**config.mk**
```make
export PLATFORM = sky130hd
export DESIGN_NAME = pipe_ctrl
export DESIGN_NICKNAME = d
export VERILOG_FILES = /design/src/rtl/pipe_ctrl.sv
export SDC_FILE = /design/constraint.sdc
export NUM_CORES = 1
export LEC_CHECK = 0
export BUFFER_PORTS_ARGS = -buffer_cell sky130_fd_sc_hd__buf_2
export CELL_PAD_IN_SITES_DETAIL_PLACEMENT = 1
export CELL_PAD_IN_SITES_GLOBAL_PLACEMENT = 1
export CORE_ASPECT_RATIO = 1.75
export CORE_MARGIN = 5
export CORE_UTILIZATION = 30
export CTS_BUF_LIST = sky130_fd_sc_hd__clkbuf_16
export DETAILED_ROUTE_END_ITERATION = 8
export PLACE_DENSITY = 0.65
export SETUP_SLACK_MARGIN = 0.05
export SLEW_MARGIN = 40
export SYNTH_ARGS = -nofsm -noshare
export SYNTH_HDL_FRONTEND = slang
export SYNTH_SLANG_ARGS = --single-unit
```
**constraint.sdc**
```tcl
create_clock -name clk -period 2.8 [get_ports clk]
set_input_delay 0.7 -clock clk [delete_from_list [all_inputs] [get_ports clk]]
set_output_delay 0.7 -clock clk [all_outputs]
set_load 0.02 [all_outputs]
```
**src/rtl/pipe_ctrl.sv**
```systemverilog
// Stall/flush sequencer for the 5-stage pipeline. It drives the register enables and bubble
// flushes, drains the pipeline on halt, and runs a memory-wait watchdog and a stall counter.
module pipe_ctrl #(
    parameter int unsigned MEM_TIMEOUT = 255
) (
    input  logic        clk,
    input  logic        rst,
    input  logic        id_valid,
    input  logic [2:0]  id_rs,
    input  logic [2:0]  id_rt,
    input  logic        id_rs_used,
    input  logic        id_rt_used,
    input  logic        ex_memread,
    input  logic        ex_regwrite,
    input  logic [2:0]  ex_rd,
    input  logic        ex_br_taken,
    input  logic        mem_req,
    input  logic        mem_done,
    input  logic        mem_halt,
    input  logic        imem_stall,
    output logic        pc_en,
    output logic        ifid_en,
    output logic        idex_en,
    output logic        exmem_en,
    output logic        memwb_en,
    output logic        ifid_flush,
    output logic        idex_flush,
    output logic        exmem_flush,
    output logic        memwb_flush,
    output logic        halted,
    output logic        err,
    output logic [15:0] stall_cnt
);

    typedef enum logic [1:0] {
        StRun,
        StMemWait,
        StDrain,
        StHalted
    } stateT;

    stateT       stateQ, stateD;
    logic [15:0] waitQ, waitD;
    logic [15:0] stallCntQ, stallCntD;
    logic        errQ, errD;

    logic        memStall;
    logic        loadUse;
    logic [16:0] waitNext;
    logic        timeoutHit;

    assign memStall = mem_req & ~mem_done;

    assign loadUse = id_valid & ex_memread & ex_regwrite &
                     ((id_rs_used & (id_rs == ex_rd)) | (id_rt_used & (id_rt == ex_rd)));

    // One extra bit so a full 16-bit wait count cannot wrap past the limit.
    assign waitNext   = {1'b0, waitQ} + 17'd1;
    assign timeoutHit = waitNext >= 17'(MEM_TIMEOUT);

    always_comb begin
        pc_en       = 1'b1;
        ifid_en     = 1'b1;
        idex_en     = 1'b1;
        exmem_en    = 1'b1;
        memwb_en    = 1'b1;
        ifid_flush  = 1'b0;
        idex_flush  = 1'b0;
        exmem_flush = 1'b0;
        memwb_flush = 1'b0;
        stateD      = stateQ;
        waitD       = waitQ;
        errD        = errQ;

        if (rst) begin
            pc_en    = 1'b0;
            ifid_en  = 1'b0;
            idex_en  = 1'b0;
            exmem_en = 1'b0;
            memwb_en = 1'b0;
        end else begin
            unique case (stateQ)
                StHalted: begin
                    pc_en    = 1'b0;
                    ifid_en  = 1'b0;
                    idex_en  = 1'b0;
                    exmem_en = 1'b0;
                    memwb_en = 1'b0;
                end
                StDrain: begin
                    pc_en    = 1'b0;
                    ifid_en  = 1'b0;
                    idex_en  = 1'b0;
                    exmem_en = 1'b0;
                    memwb_en = 1'b0;
                    stateD   = StHalted;
                end
                StRun, StMemWait: begin
                    if (memStall) begin
                        // Freeze everything up to MEM; WB receives bubbles.
                        pc_en       = 1'b0;
                        ifid_en     = 1'b0;
                        idex_en     = 1'b0;
                        exmem_en    = 1'b0;
                        memwb_flush = 1'b1;
                        waitD       = waitNext[15:0];
                        if (timeoutHit) begin
                            errD   = 1'b1;
                            stateD = StHalted;
                        end else begin
                            stateD = StMemWait;
                        end
                    end else begin
                        stateD = StRun;
                        waitD  = '0;
                        if (mem_halt) begin
                            pc_en       = 1'b0;
                            ifid_flush  = 1'b1;
                            idex_flush  = 1'b1;
                            exmem_flush = 1'b1;
                            stateD      = StDrain;
                        end else if (ex_br_taken) begin
                            ifid_flush = 1'b1;
                            idex_flush = 1'b1;
                        end else if (loadUse) begin
                            // Also covers imem_stall: IF/ID must hold the dependent instruction.
                            pc_en      = 1'b0;
                            ifid_en    = 1'b0;
                            idex_flush = 1'b1;
                        end else if (imem_stall) begin
                            pc_en      = 1'b0;
                            ifid_flush = 1'b1;
                        end
                    end
                end
                default: begin
                    stateD = StRun;
                end
            endcase
        end
    end

    always_comb begin
        stallCntD = stallCntQ;
        if (!pc_en && (stateQ != StHalted) && (stallCntQ != 16'hFFFF)) begin
            stallCntD = stallCntQ + 16'd1;
        end
    end

    always_ff @(posedge clk or posedge rst) begin
        if (rst) begin
            stateQ    <= StRun;
            waitQ     <= '0;
            stallCntQ <= '0;
            errQ      <= 1'b0;
        end else begin
            stateQ    <= stateD;
            waitQ     <= waitD;
            stallCntQ <= stallCntD;
            errQ      <= errD;
        end
    end

    assign halted    = (stateQ == StHalted);
    assign err       = errQ;
    assign stall_cnt = stallCntQ;

endmodule
```
* Yosys cells after proc, flatten, opt, wreduce, memory -nomap -nowiden
Index checks and enable logic that the tools add are counted.
W data, S select, Z words.
** Cells by class
- Magnitude comparators :: 1
- Bitwise logic cells :: 9
- Add/subtract/negate cells :: 2
- Equal/unequal tests :: 7
- Reductions and logical operators :: 10
- Multiplexer cells :: 43
** Operator list (number)
- $mux W1 :: 35
- $add A16 B1 Y17 const B :: 1
- $ge A17 B8 Y1 const B :: 1
- $add A16 B1 Y16 const B :: 1
- $mux W16 :: 1
- $ne A16 B16 Y1 const B :: 1
- $and A1 B1 Y1 :: 6
- $eq A3 B3 Y1 :: 2
- $mux W2 :: 3
- $pmux W1 S2 :: 3
- $eq A2 B2 Y1 const B :: 2
- $pmux W2 S2 :: 1
- $reduce_and A2 Y1 :: 2
- $reduce_and A4 Y1 :: 1
- $reduce_or A2 Y1 :: 2
- $eq A2 B1 Y1 const B :: 1
- $logic_and A1 B1 Y1 :: 2
- $logic_not A2 Y1 :: 1
- $ne A2 B2 Y1 const B :: 1
- $not A1 Y1 :: 2
- $reduce_bool A2 Y1 :: 1
- $logic_not A1 Y1 :: 1
- $or A1 B1 Y1 :: 1
** Storage, ports and cells
- Register bits :: 35
- Word-level logic and storage cells :: 76
- Input port bits :: 21

* Depth between registers and ports, before layout
- Depth after elaboration :: 13
- Gate-level depth with buffers :: 7

* Worst setup path before layout
No wires, ideal clock.
- Path type :: input-to-output
- Start :: input rst
- End :: output ifid_flush
- Data arrival time :: 1.896 ns
- Setup slack :: 0.204 ns
- Cell stages on the path :: 5
- Path through :: or2_4 clkinv_2 nand2_2 a21oi_1 o31a_1
** Between the ends
- Word-level cells in the longest chain between the ends :: 1
** RTL lines
- from (decl) :: RTL line 7 : input logic rst,
- $mux W1 :: RTL line 75 : if (rst) begin
- to (decl) :: RTL line 26 : output logic ifid_flush,
Every way passes these cells.

* Worst setup path in the final report
- Start :: input rst
- End :: output pc_en
** Between the ends
- Word-level cells in the longest chain between the ends :: 1
** RTL lines
- $mux W1 :: RTL line 75
- to (decl) :: RTL line 21 : output logic pc_en,
Every way passes these cells.

==> flow_summary_export.csv <==
group,metric,value,unit
clocking,cts_tree,"built",
sta,setup_tns,0,ns
place,pre_cts_ws,0.271,ns
sta,max_slew.worst_pin.slew,0.385,ns
sta,period_share,90.0,%
sta,setup_viol,0,
global_route,antenna_found_initial,0,
critical_path,cp-start-kind,"primary input",
die,die_h,121,um
synthesis,synth_edf_count,0,
synthesis,synth_xor_area_share,9.91,%
power,power_leakage,1.12,nW
synthesis,syn_nets,251,
sta,maxSlewViolCount,0,
critical_path,reg2reg_setup_slack,0.52,ns
layout,multi_input_area,1170,sq um
layout,num-fill-cells,816,
synthesis,avgSynthCellArea,9.34,sq um
critical_path,critPathKind,"in2out",
layout,final_common_cell,"buf_2",
critical_path,critical-path-slowest-cell,"a2111oi_4",
place,hpwl,4.74,mm
die,rows,40,
route,topRoutingLayerUsed,"met4",
sta,relSlewSlack,74.2,%
critical_path,cp.arrival,1.82,ns
critical_path,cp_common_cell,"buf_2",
die,initial_core_util,30.7,%
clocking,cts_sinks,35,
die,die_w,73.6,um
critical_path,endpoint_kind,"output pin",
route,met1_length,2.27,mm
critical_path,crit_family,"buffers and inverters",
sta,final-hold-violation-count,0,
power,comb_power_share,20.8,%
layout,syn2layout_area_growth,24.5,%
critical_path,timing.rr.start,"waitQ[0]",
sta,post-route-min-period,2.52,ns
clocking,cts_resized,0,
synthesis,synthMuxAreaShare,1.06,%
critical_path,critPathBufInv,3,
place,gp_congestion,0.781,
synthesis,synth-compound-area-share,14.9,%
synthesis,yosys_warnings,0,
sta,layout_setup_ws,0.281,ns
critical_path,path_max_fanout,13,
clocking,post-cts-setup-buffers,0,
synthesis,yosys.area_share.adder,1.77,%
power,p_per_area,620,nW/um^2
clocking,clk_latency,0.28,ns
layout,drive_gt1_share,28.4,%
clocking,cts_inserted_buffers,5,
job,max-cap-violations,0,
layout,final_area,2640,sq um
route,routed-wl-met2,3.37,mm
critical_path,max_stage_delay,0.31,ns
critical_path,crit_chain,"buf_2 -> or2_4 -> clkinv_2 -> nand2_2 -> a2111oi_4 -> buf_2",
global_route,grt_pass1_vias,2079,
place,place_area,2480,sq um
sta,holdWs,0.467,ns
layout,antenna_cells,0,
die,io_pins,48,
layout,nNetsFinal,305,
route,ant_nets,0,
power,vdd_drop_max,0.000225,V
global_route,grt_pass1_wl,9.85,mm
die,die-area,8920,sq um
synthesis,synthArstFlopShare,100,%
route,vias,1919,
critical_path,r2r_end,"stateQ[1]",
power,sw_frac_of_total,31.3,%
sta,fin_skew,0.00263,ns
power,pwr-share-seq,40.9,%
power,p_switching,0.513,mW
route,first_pass_iters,4,
route,wl_met3,229,um
synthesis,ys_ff_latch,35,
synthesis,synth_top_family_by_area,"simple AND/OR/NAND/NOR gates",
synthesis,ys_seq_area_share,41.3,%
clocking,htree_levels,2,
clocking,cts_root_buf,"clkbuf_16",
critical_path,ff2ff_path_depth,7,
route,drc,0,
power,clockPowerShare,38.3,%
power,internal_power,1.12,mW
die,coreArea,6910,sq um
route,avgRoutedWirePerCell,16.3,um
route,first_iter_violations,28,
layout,register_area,876,sq um
status,status,"finished, final reports clean",
clocking,cts_hold_repair.buffers,0,
synthesis,netlist-cell-type-count,50,
synthesis,synth-simple-area-share,27.3,%
place,numPortBuffers,47,
route,wl,5.98,mm
synthesis,syn_area,2120,sq um
clocking,path_clk_slew,0.05,ns
layout,final_cell_mix,"buf_2, dfrtp_1, nand2_1",
synthesis,synth_ff_type,"dfrtp_1",
global_route,grt_start_max_net_pins,25,
route,avgViaCountPerCell,5.24,
sta,max_freq,397,MHz
hold_path,hold_class,"in2async",
global_route,grt_use_total,14.2,%
global_route,grt-ovfl-total,0,
sta,rsz0062_at_grt,"no",
synthesis,synthCells,227,
clocking,clockBufferDepth,2,
critical_path,required,2.10,ns
stage by stage:
step | power (mW) | instances | utilization [%]
after CTS | 1.66 | 366 | 38.2
after global placement | 1.01 | 358 | 35.9
after floorplan | 0.882 | 227 | -
after global routing | 1.72 | 366 | 38.2
final | 1.64 | 366 | 38.2
after detailed placement | 1.03 | 358 | 35.9
layout make-up:
cell class	count	area share (%)
Multi-Input combinational cell	175	44.1
Sequential cell	35	33.2
Timing Repair Buffer	55	11.2
Clock buffer	5	4.74
Tap cell	84	3.98
Clock inverter	3	1.47
Inverter	9	1.33
synth_stat cells, types with 2 or more instances:
library cell,instances,share of area [%]
nor4b_1,2,0.83
ha_1,3,1.8
dfrtp_1,35,41
nor2_1,11,1.9
and3_1,5,1.5
nand4_1,9,2.7
nand3_2,2,0.94
xor2_1,15,6.2
buf_2,2,0.47
nor3_1,6,1.4
nand2_1,25,4.4
a21oi_1,7,1.7
a31oi_1,4,1.2
nor4_1,4,1.2
clkbuf_1,4,0.71
inv_1,8,1.4
mux2_2,2,1.1
xnor2_1,9,3.7
nand3_1,15,3.5
o31ai_1,6,2.1
o21ai_0,22,5.2
nor4_2,2,1.2
nand2b_1,2,0.59
worst register-to-register path, stage by stage (launching register included):
cell and delay [ns]:
dfrtp_1 0.49, ha_1 0.25, and3_1 0.25, nand3_1 0.18
or4b_1 0.51, o211ai_1 0.11, and4bb_1 0.30, o31ai_2 0.07
kinds of logic after synthesis:
| kind of cell | after synthesis |
|---|---|
| AO/OA/AOI/OAI | 48 |
| multiplexers | 2 |
| adder cells (fa/ha/maj) | 3 |
| XOR/XNOR | 24 |
| flip-flops | 35 |
| AND/OR/NAND/NOR | 98 |
| buffers and inverters | 17 |
registers in the layout, summed over array words and instances, names as in the netlist:
signal,cells
err,1
stall_cnt,16
stateQ,2
waitQ,16
metal layers:
layer / GRT usage (%) / vias to the layer above
li1: - / 924
met1: 14.4 / 955
met2: 27.2 / 33
met3: 2.40 / 7
met4: 5.44 / 0
met5: 0 / -
power by group through the flow:
stage	Sequential [mW]	Clock (mW)	Combinational [mW]
6_report	0.669	0.627	0.341
3_5_place_dp	0.680	0	0.348
4_1_cts	0.671	0.641	0.349
5_1_grt	0.683	0.660	0.377
3_3_place_gp	0.676	0	0.339
2_1_floorplan	0.725	0	0.157
how the worst max path moves through the flow:
stage / startpoint / to / slack, ns / cells past startpoint
floorplan: rst / ifid_flush / 0.20 / 5
global placement: rst / pc_en / 0.27 / 6
finish: rst / pc_en / 0.28 / 6
detailed placement: rst / pc_en / 0.27 / 6
global route: rst / pc_en / 0.23 / 6
CTS: rst / pc_en / 0.27 / 6
Note: power is estimated with default switching activity, not from simulation.
